**config.mk**
```make
export PLATFORM = sky130hd
export DESIGN_NAME = regfile_wb_scheduler
export DESIGN_NICKNAME = d
export VERILOG_FILES = /design/src/rtl/regfile_wb_scheduler.sv
export SDC_FILE = /design/constraint.sdc
export NUM_CORES = 1
export LEC_CHECK = 0
export BUFFER_PORTS_ARGS = -buffer_cell sky130_fd_sc_hd__buf_2
export CAP_MARGIN = 20
export CORE_MARGIN = 4
export CORE_UTILIZATION = 49
export CTS_CLUSTER_SIZE = 24
export DETAILED_ROUTE_END_ITERATION = 6
export PLACE_DENSITY = 0.82
export RECOVER_POWER = 100
export SLEW_MARGIN = 20
export SYNTH_ARGS = -nofsm -noshare
export SYNTH_HDL_FRONTEND = slang
export SYNTH_SLANG_ARGS = --single-unit
export TNS_END_PERCENT = 20
```
**constraint.sdc**
```tcl
create_clock -name i_clk -period 5.7 [get_ports i_clk]
set_input_delay 1.71 -clock i_clk [delete_from_list [all_inputs] [get_ports i_clk]]
set_output_delay 1.71 -clock i_clk [all_outputs]
set_load 0.05 [all_outputs]
```
**src/rtl/regfile_wb_scheduler.sv**
```systemverilog
// Writeback scheduler: round-robin arbitration of NREQ result sources onto the single
// register-file write port, plus a busy scoreboard of destination registers reserved at issue.
module regfile_wb_scheduler #(
    parameter int NREQ  = 3,
    parameter int WIDTH = 32,
    parameter int DEPTH = 32
) (
    input  logic                  i_clk,
    input  logic                  i_reset_n,
    input  logic [NREQ-1:0]       i_req_valid,
    output logic [NREQ-1:0]       o_req_ready,
    input  logic [NREQ*5-1:0]     i_req_rd_addr,
    input  logic [NREQ*WIDTH-1:0] i_req_rd_data,
    output logic                  o_rf_reg_write,
    output logic [4:0]            o_rf_rd_addr,
    output logic [WIDTH-1:0]      o_rf_rd_data,
    input  logic                  i_rsv_valid,
    input  logic [4:0]            i_rsv_addr,
    output logic                  o_rsv_ready,
    input  logic [4:0]            i_chk_rs1_addr,
    input  logic [4:0]            i_chk_rs2_addr,
    output logic                  o_chk_busy,
    output logic [DEPTH-1:0]      o_busy_mask
);

    localparam int PW = (NREQ > 1) ? $clog2(NREQ) : 1;

    logic [PW-1:0]    r_rr_ptr;
    logic [DEPTH-1:0] r_busy;
    logic             r_reg_write;
    logic [4:0]       r_rd_addr;
    logic [WIDTH-1:0] r_rd_data;

    logic [PW-1:0]    w_winner;
    logic [PW-1:0]    w_next_ptr;
    logic             w_found;
    logic [NREQ-1:0]  w_grant;
    logic             w_transfer;
    logic [4:0]       w_win_addr;
    logic [WIDTH-1:0] w_win_data;
    logic             w_rsv_fire;
    logic [DEPTH-1:0] w_busy_nxt;
    int               w_idx;

    // Scan from the round-robin pointer; the first valid requester wins.
    always_comb begin
        w_found  = 1'b0;
        w_winner = '0;
        w_idx    = 0;
        for (int k = 0; k < NREQ; k++) begin
            w_idx = int'(r_rr_ptr) + k;
            if (w_idx >= NREQ) begin
                w_idx = w_idx - NREQ;
            end
            if (!w_found && i_req_valid[w_idx]) begin
                w_found  = 1'b1;
                w_winner = PW'(w_idx);
            end
        end
    end

    always_comb begin
        w_grant    = '0;
        w_win_addr = '0;
        w_win_data = '0;
        for (int i = 0; i < NREQ; i++) begin
            if (w_found && (w_winner == PW'(i))) begin
                w_grant[i] = i_reset_n;
                w_win_addr = i_req_rd_addr[i*5 +: 5];
                w_win_data = i_req_rd_data[i*WIDTH +: WIDTH];
            end
        end
    end

    assign o_req_ready = w_grant;
    assign w_transfer  = |(i_req_valid & w_grant);
    assign w_next_ptr  = (w_winner == PW'(NREQ - 1)) ? '0 : (w_winner + PW'(1));

    assign o_rsv_ready = i_reset_n & i_rsv_valid & ((i_rsv_addr == 5'd0) | ~r_busy[i_rsv_addr]);
    assign w_rsv_fire  = o_rsv_ready & (i_rsv_addr != 5'd0);

    // Clear from writeback first so a same-register reservation would win.
    always_comb begin
        w_busy_nxt = r_busy;
        if (w_transfer && (w_win_addr != 5'd0)) begin
            w_busy_nxt[w_win_addr] = 1'b0;
        end
        if (w_rsv_fire) begin
            w_busy_nxt[i_rsv_addr] = 1'b1;
        end
        w_busy_nxt[0] = 1'b0;
    end

    always_ff @(posedge i_clk) begin
        if (!i_reset_n) begin
            r_rr_ptr    <= '0;
            r_busy      <= '0;
            r_reg_write <= 1'b0;
            r_rd_addr   <= '0;
            r_rd_data   <= '0;
        end else begin
            r_busy      <= w_busy_nxt;
            r_reg_write <= w_transfer & (w_win_addr != 5'd0);
            if (w_transfer) begin
                r_rr_ptr  <= w_next_ptr;
                r_rd_addr <= w_win_addr;
                r_rd_data <= w_win_data;
            end
        end
    end

    assign o_rf_reg_write = r_reg_write;
    assign o_rf_rd_addr   = r_rd_addr;
    assign o_rf_rd_data   = r_rd_data;
    assign o_busy_mask    = r_busy;
    assign o_chk_busy     = r_busy[i_chk_rs1_addr] | r_busy[i_chk_rs2_addr];

endmodule

```
======== Word level (Yosys, flattened, before mapping) ========
Cells that the tools add are included.
operators by class
  equal/unequal tests ..................... 2
  shifts and indexed selects .............. 0
  add/sub/neg operators ................... 6
  order comparisons ....................... 12
  multiply operators ...................... 0
  divide/modulo/power cells ............... 0
  bitwise operators ....................... 11
  muxes and demuxes ....................... 40
  reductions and logical operators ........ 15
operator list
  operator                                                               number
  32-bit two-way mux                                                     8
  32-bit by 4-bit < comparator with 1-bit output, second input constant  3
  32-bit bitwise AND                                                     1
  32-bit NOT                                                             1
  32-bit bitwise OR                                                      1
  5-bit by 6-bit < comparator with 1-bit output, second input constant   4
  1-bit two-way mux                                                      17
  1-bit binary-select mux with 5-bit select                              3
  5-bit two-way mux                                                      3
  1-bit demux with 5-bit select                                          2
  5-bit by 1-bit >= comparator with 1-bit output, second input constant  2
  5-bit nonzero test                                                     2
  1-bit logical AND                                                      8
  2-bit two-way mux                                                      4
  3-bit by 2-bit subtractor with 4-bit output, second input constant     2
  1-bit binary-select mux with 2-bit select                              3
  3-bit by 2-bit >= comparator with 1-bit output, second input constant  2
  5-bit zero test                                                        1
  1-bit bitwise AND                                                      4
  2-bit by 1-bit adder with 3-bit output, second input constant          1
  2-bit by 2-bit adder with 3-bit output, second input constant          1
  3-bit bitwise AND                                                      1
  3-bit OR reduction                                                     1
  2-bit by 2-bit subtractor with 3-bit output, second input constant     1
  other kinds (8)                                                        10
word-level totals
  bits in writable memories ............... 0
  bits in read-only memories .............. 0
  latch bits .............................. 0
  bits of input ports ..................... 132
  logic and storage cells ................. 92
  output and inout bits ................... 75
  register bits after elaboration ......... 72
  memories ................................ 0

======== Depth between registers and ports, before layout ========
  depth after elaboration ................. 26
  mapped depth ............................ 11

======== Least setup slack after synthesis ========
No wires, ideal clock.
  path type ............................... input-to-output
  start ................................... in i_rsv_addr[0]
  end ..................................... out o_rsv_ready
  setup slack ............................. 322 ps
  data arrival time ....................... 3668 ps
  stages .................................. 6
  data required time ...................... 3990 ps
  cell sequence ........................... buf_6 mux4_2 a22o_1 a22oi_2 nand2_1 a21oi_1
between the ends
  longest elaborated chain between the ends .. 5
  elaborated cells between the ends (all ways) .. 6
ends and longest elaborated chain
  what                                       RTL line  RTL
  start, declared                            18        input logic [4:0] i_rsv_addr,
  1-bit binary-select mux with 5-bit select  79        assign o_rsv_ready = i_reset_n & i_rsv_valid & ((i_rsv_addr == 5'd0) | ~r_busy[i_rsv_addr]);
  1-bit two-way mux (implied by the code)    79
  1-bit NOT                                  79
  1-bit bitwise OR (*)                       79
  1-bit bitwise AND (*)                      79
  end, declared                              19        output logic o_rsv_ready,
Every way passes the cells marked *; elsewhere a longest branch is shown, timed or not. The select of a mux whose other input is x is not followed.

======== Worst setup path after layout ========
Ends and elaborated chain as after synthesis.

==> results_dict.tcl <==
set metrics [dict create \
    outcome "complete, but fails checks" \
    violations "capacitance limit, slew limit" \
    report.final.slew_viol_count 55 \
    ant_nets 0 \
    synth_cell_types 66 \
    synth_top_family_by_area "compound AO/OA/AOI/OAI gates" \
    hold_viol_final 0 \
    synth_area_mm2 0.00507 \
    static-leakage-power_nw 2.38 \
    synth_fa_ha_area_share_pct 0.741 \
    reg2reg_slack_ps 1250 \
    power_density_mw_per_mm2 341 \
    cts_resized 0 \
    slew_headroom_pct -25.9 \
    hold_path_depth 2 \
    synth_compound_area_share_pct 27.3 \
    timing.fmax_mhz 183 \
    gp_congestion 1.00 \
    cp-start-kind "primary input" \
    drv_cap 2 \
    grtUsageTotal_pct 27.0 \
    cts_tree "done" \
    async_flop_share_pct 0 \
    grt.overflow.total 0 \
    cts-root-buf "clkbuf_8" \
    syn_area_per_cell_um2 8.92 \
    worstPathMaxFanout 17 \
    rows 36 \
    synth.area.mux_share_pct 13.4 \
    wire_per_inst_um 18.9 \
    ctsHtreeMaxLevel 3 \
    dieArea_mm2 0.0120 \
    vias_per_cell 6.08 \
    crit_required_ps 3990 \
    utilization_pct 61.6 \
    finClkSkew_ps 12.0 \
    synth_xor_xnor_area_share_pct 0 \
    first_iter_violations 451 \
    cts_sinks 71 \
    io_buffers 205 \
    synthCells 568 \
    grt_pass1_vias 5184 \
    hold_path_class "flip-flop to flip-flop" \
    rr_endpoint "o_rf_rd_data[11]" \
    grt_max_degree 37 \
    areaGrowthSynthToFinish_pct 20.5 \
    synth_edf_count 0 \
    post-route-period-util_pct 95.9 \
    cts_setup_buffers 0 \
    synth-warning-count 0 \
    cts-buffers-inserted 9 \
    drtPass1Iterations 6 \
    rr_startpoint "r_rr_ptr[0]" \
    ff2ff_path_depth 10 \
    hold_start "o_rf_rd_addr[1]" \
    rsz0062_at_grt "no" \
    totalWireLength_um 16700 \
    drc_errors 0 \
    stdcell_count 884 \
    grt_antenna_before_repair 0 \
    fp.dieH_um 110 \
    ir_drop_uv 261 \
    cts_buffer_depth 2 \
    layout.nets 881 \
    diodes 0 \
    path_clk_slew_ps 80 \
    place_inst 868 \
    start_util_pct 51.1 \
    startpoint "i_rsv_addr[0]" \
    cts_hold_buf 0 \
    core_mm2 0.00991 \
    cp-end-kind "primary output" \
    via_count 5375 \
    timing.setup.tns_ps 0 \
    grt_pass1_wl_um 25700 \
    ys_seq_area_share_pct 28.1 \
    ys.flop_type "dfxtp_1" \
    ys_ff_latch 71 \
    period_needed_ps 5470 \
    min_to "o_rf_rd_addr[1]" \
    synth.net_count 703 \
    cp.arrival_ps 3760 \
    clock_latency_ps 350 \
    die_x_um 110 \
    post-dp-hpwl_um 12900 \
    yosys.area_share.simple_pct 25.2 \
    final_cell_mix "buf_2, clkbuf_1, dfxtp_1" \
    ios 207 \
    path_class "primary input to primary output" \
    drive_above_1_share_pct 28.6 \
    tightest_slew_ps 1880 \
    final_common_cell "buf_2" \
    setup_viol 0 \
]
[layer usage]
metal / part of all wire (%) / GRT usage, % / wire length, µm / up-vias
met3: 11 / 5.81 / 1820 / 32
met4: 2.1 / 10.3 / 353 / 0
met5: 0 / 0 / 0 / -
met2: 49 / 45.0 / 8230 / 316
li1: - / - / - / 2493
met1: 38 / 34.1 / 6280 / 2534
[synthesized netlist by cell type (3+ instances only)]
cell type  count  share of area (%)
nor3_2         6                1.2
o211ai_1      16                2.4
o211ai_4       5                2.1
buf_2          8               0.79
o21a_1        32                4.7
nor2b_1       36                4.4
and3_1         4               0.49
nand3_1        9               0.89
o21bai_1       4               0.59
ha_1           3               0.74
nor4_1         4               0.49
buf_6          6                1.3
a22o_1         3               0.52
o21ai_0       21                2.1
a21oi_1       14                1.4
nor3_1        48                4.7
nor2_1        57                4.2
a31oi_1        8               0.99
inv_1          5               0.37
nand2_1       51                3.8
o211a_4        3                1.0
nand3b_1       3               0.44
mux2i_1        7                1.4
a221oi_1      32                5.5
o21bai_2       8                1.8
buf_4          3               0.44
mux2_2         4               0.89
and2_1         3               0.37
clkbuf_1      25                1.9
nand2b_1       4               0.49
dfxtp_1       71                 28
mux4_2        25                 11
[state kept, by name, indices dropped and copies added (netlist names)]
signal / cells
o_rf_rd_data: 32
o_rf_rd_addr: 5
r_rr_ptr: 2
o_busy_mask: 31
o_rf_reg_write: 1
[stage by stage]
| step | hold WS [ps] | setup slack, ps | cell area [µm²] | power, mW |
|---|---|---|---|---|
| floorplan | 488 | 322 | 5070 | 1.45 |
| global placement | 443 | 335 | 6080 | 1.65 |
| detailed placement | 464 | 289 | 6080 | 1.68 |
| CTS | 477 | 279 | 6310 | 2.14 |
| global route | 513 | 110 | 6100 | 2.19 |
| finish | 475 | 233 | 6100 | 2.08 |
[cell type report]
cell class / count / area, µm²
flip-flops and latches: 71 / 1420
well taps: 133 / 166
fillers: 887 / 3800
clock inverters: 6 / 92.6
multi-input cells: 447 / 3290
inverters: 5 / 18.8
clock buffers: 10 / 138
repair buffers: 212 / 981
[worst max-delay path by stage]
| stage | to | slack [ps] | cells past startpoint |
|---|---|---|---|
| 2_1_floorplan | o_rsv_ready | 320 | 6 |
| 3_3_place_gp | o_rsv_ready | 330 | 7 |
| 3_5_place_dp | o_rsv_ready | 290 | 7 |
| 4_1_cts | o_rsv_ready | 280 | 7 |
| 5_1_grt | o_rsv_ready | 110 | 7 |
| 6_report | o_rsv_ready | 230 | 7 |
[critical path, stage by stage]
cell and delay, ps:
clkbuf_2 350, mux4_2 600, a22o_1 260, a22oi_2 220
nand2_1 130, a21oi_1 180, buf_2 300
[where the power goes]
group	switching, mW	total, mW	internal (mW)
logic	0.705	1.01	0.306
registers	0.0466	0.608	0.561
clock network	0.203	0.464	0.261
total	0.956	2.08	1.13
[kinds of logic (layout without fill, tap and decap cells)]
| kind of cell | Yosys count | in the layout |
|---|---|---|
| simple gates | 242 | 242 |
| mux | 36 | 36 |
| other cells | 1 | 1 |
| compound gates | 165 | 165 |
| flops | 71 | 71 |
| fa+ha+maj | 3 | 3 |
| buf+inv | 50 | 233 |
No activity file was read; power rests on OpenSTA's default activity.
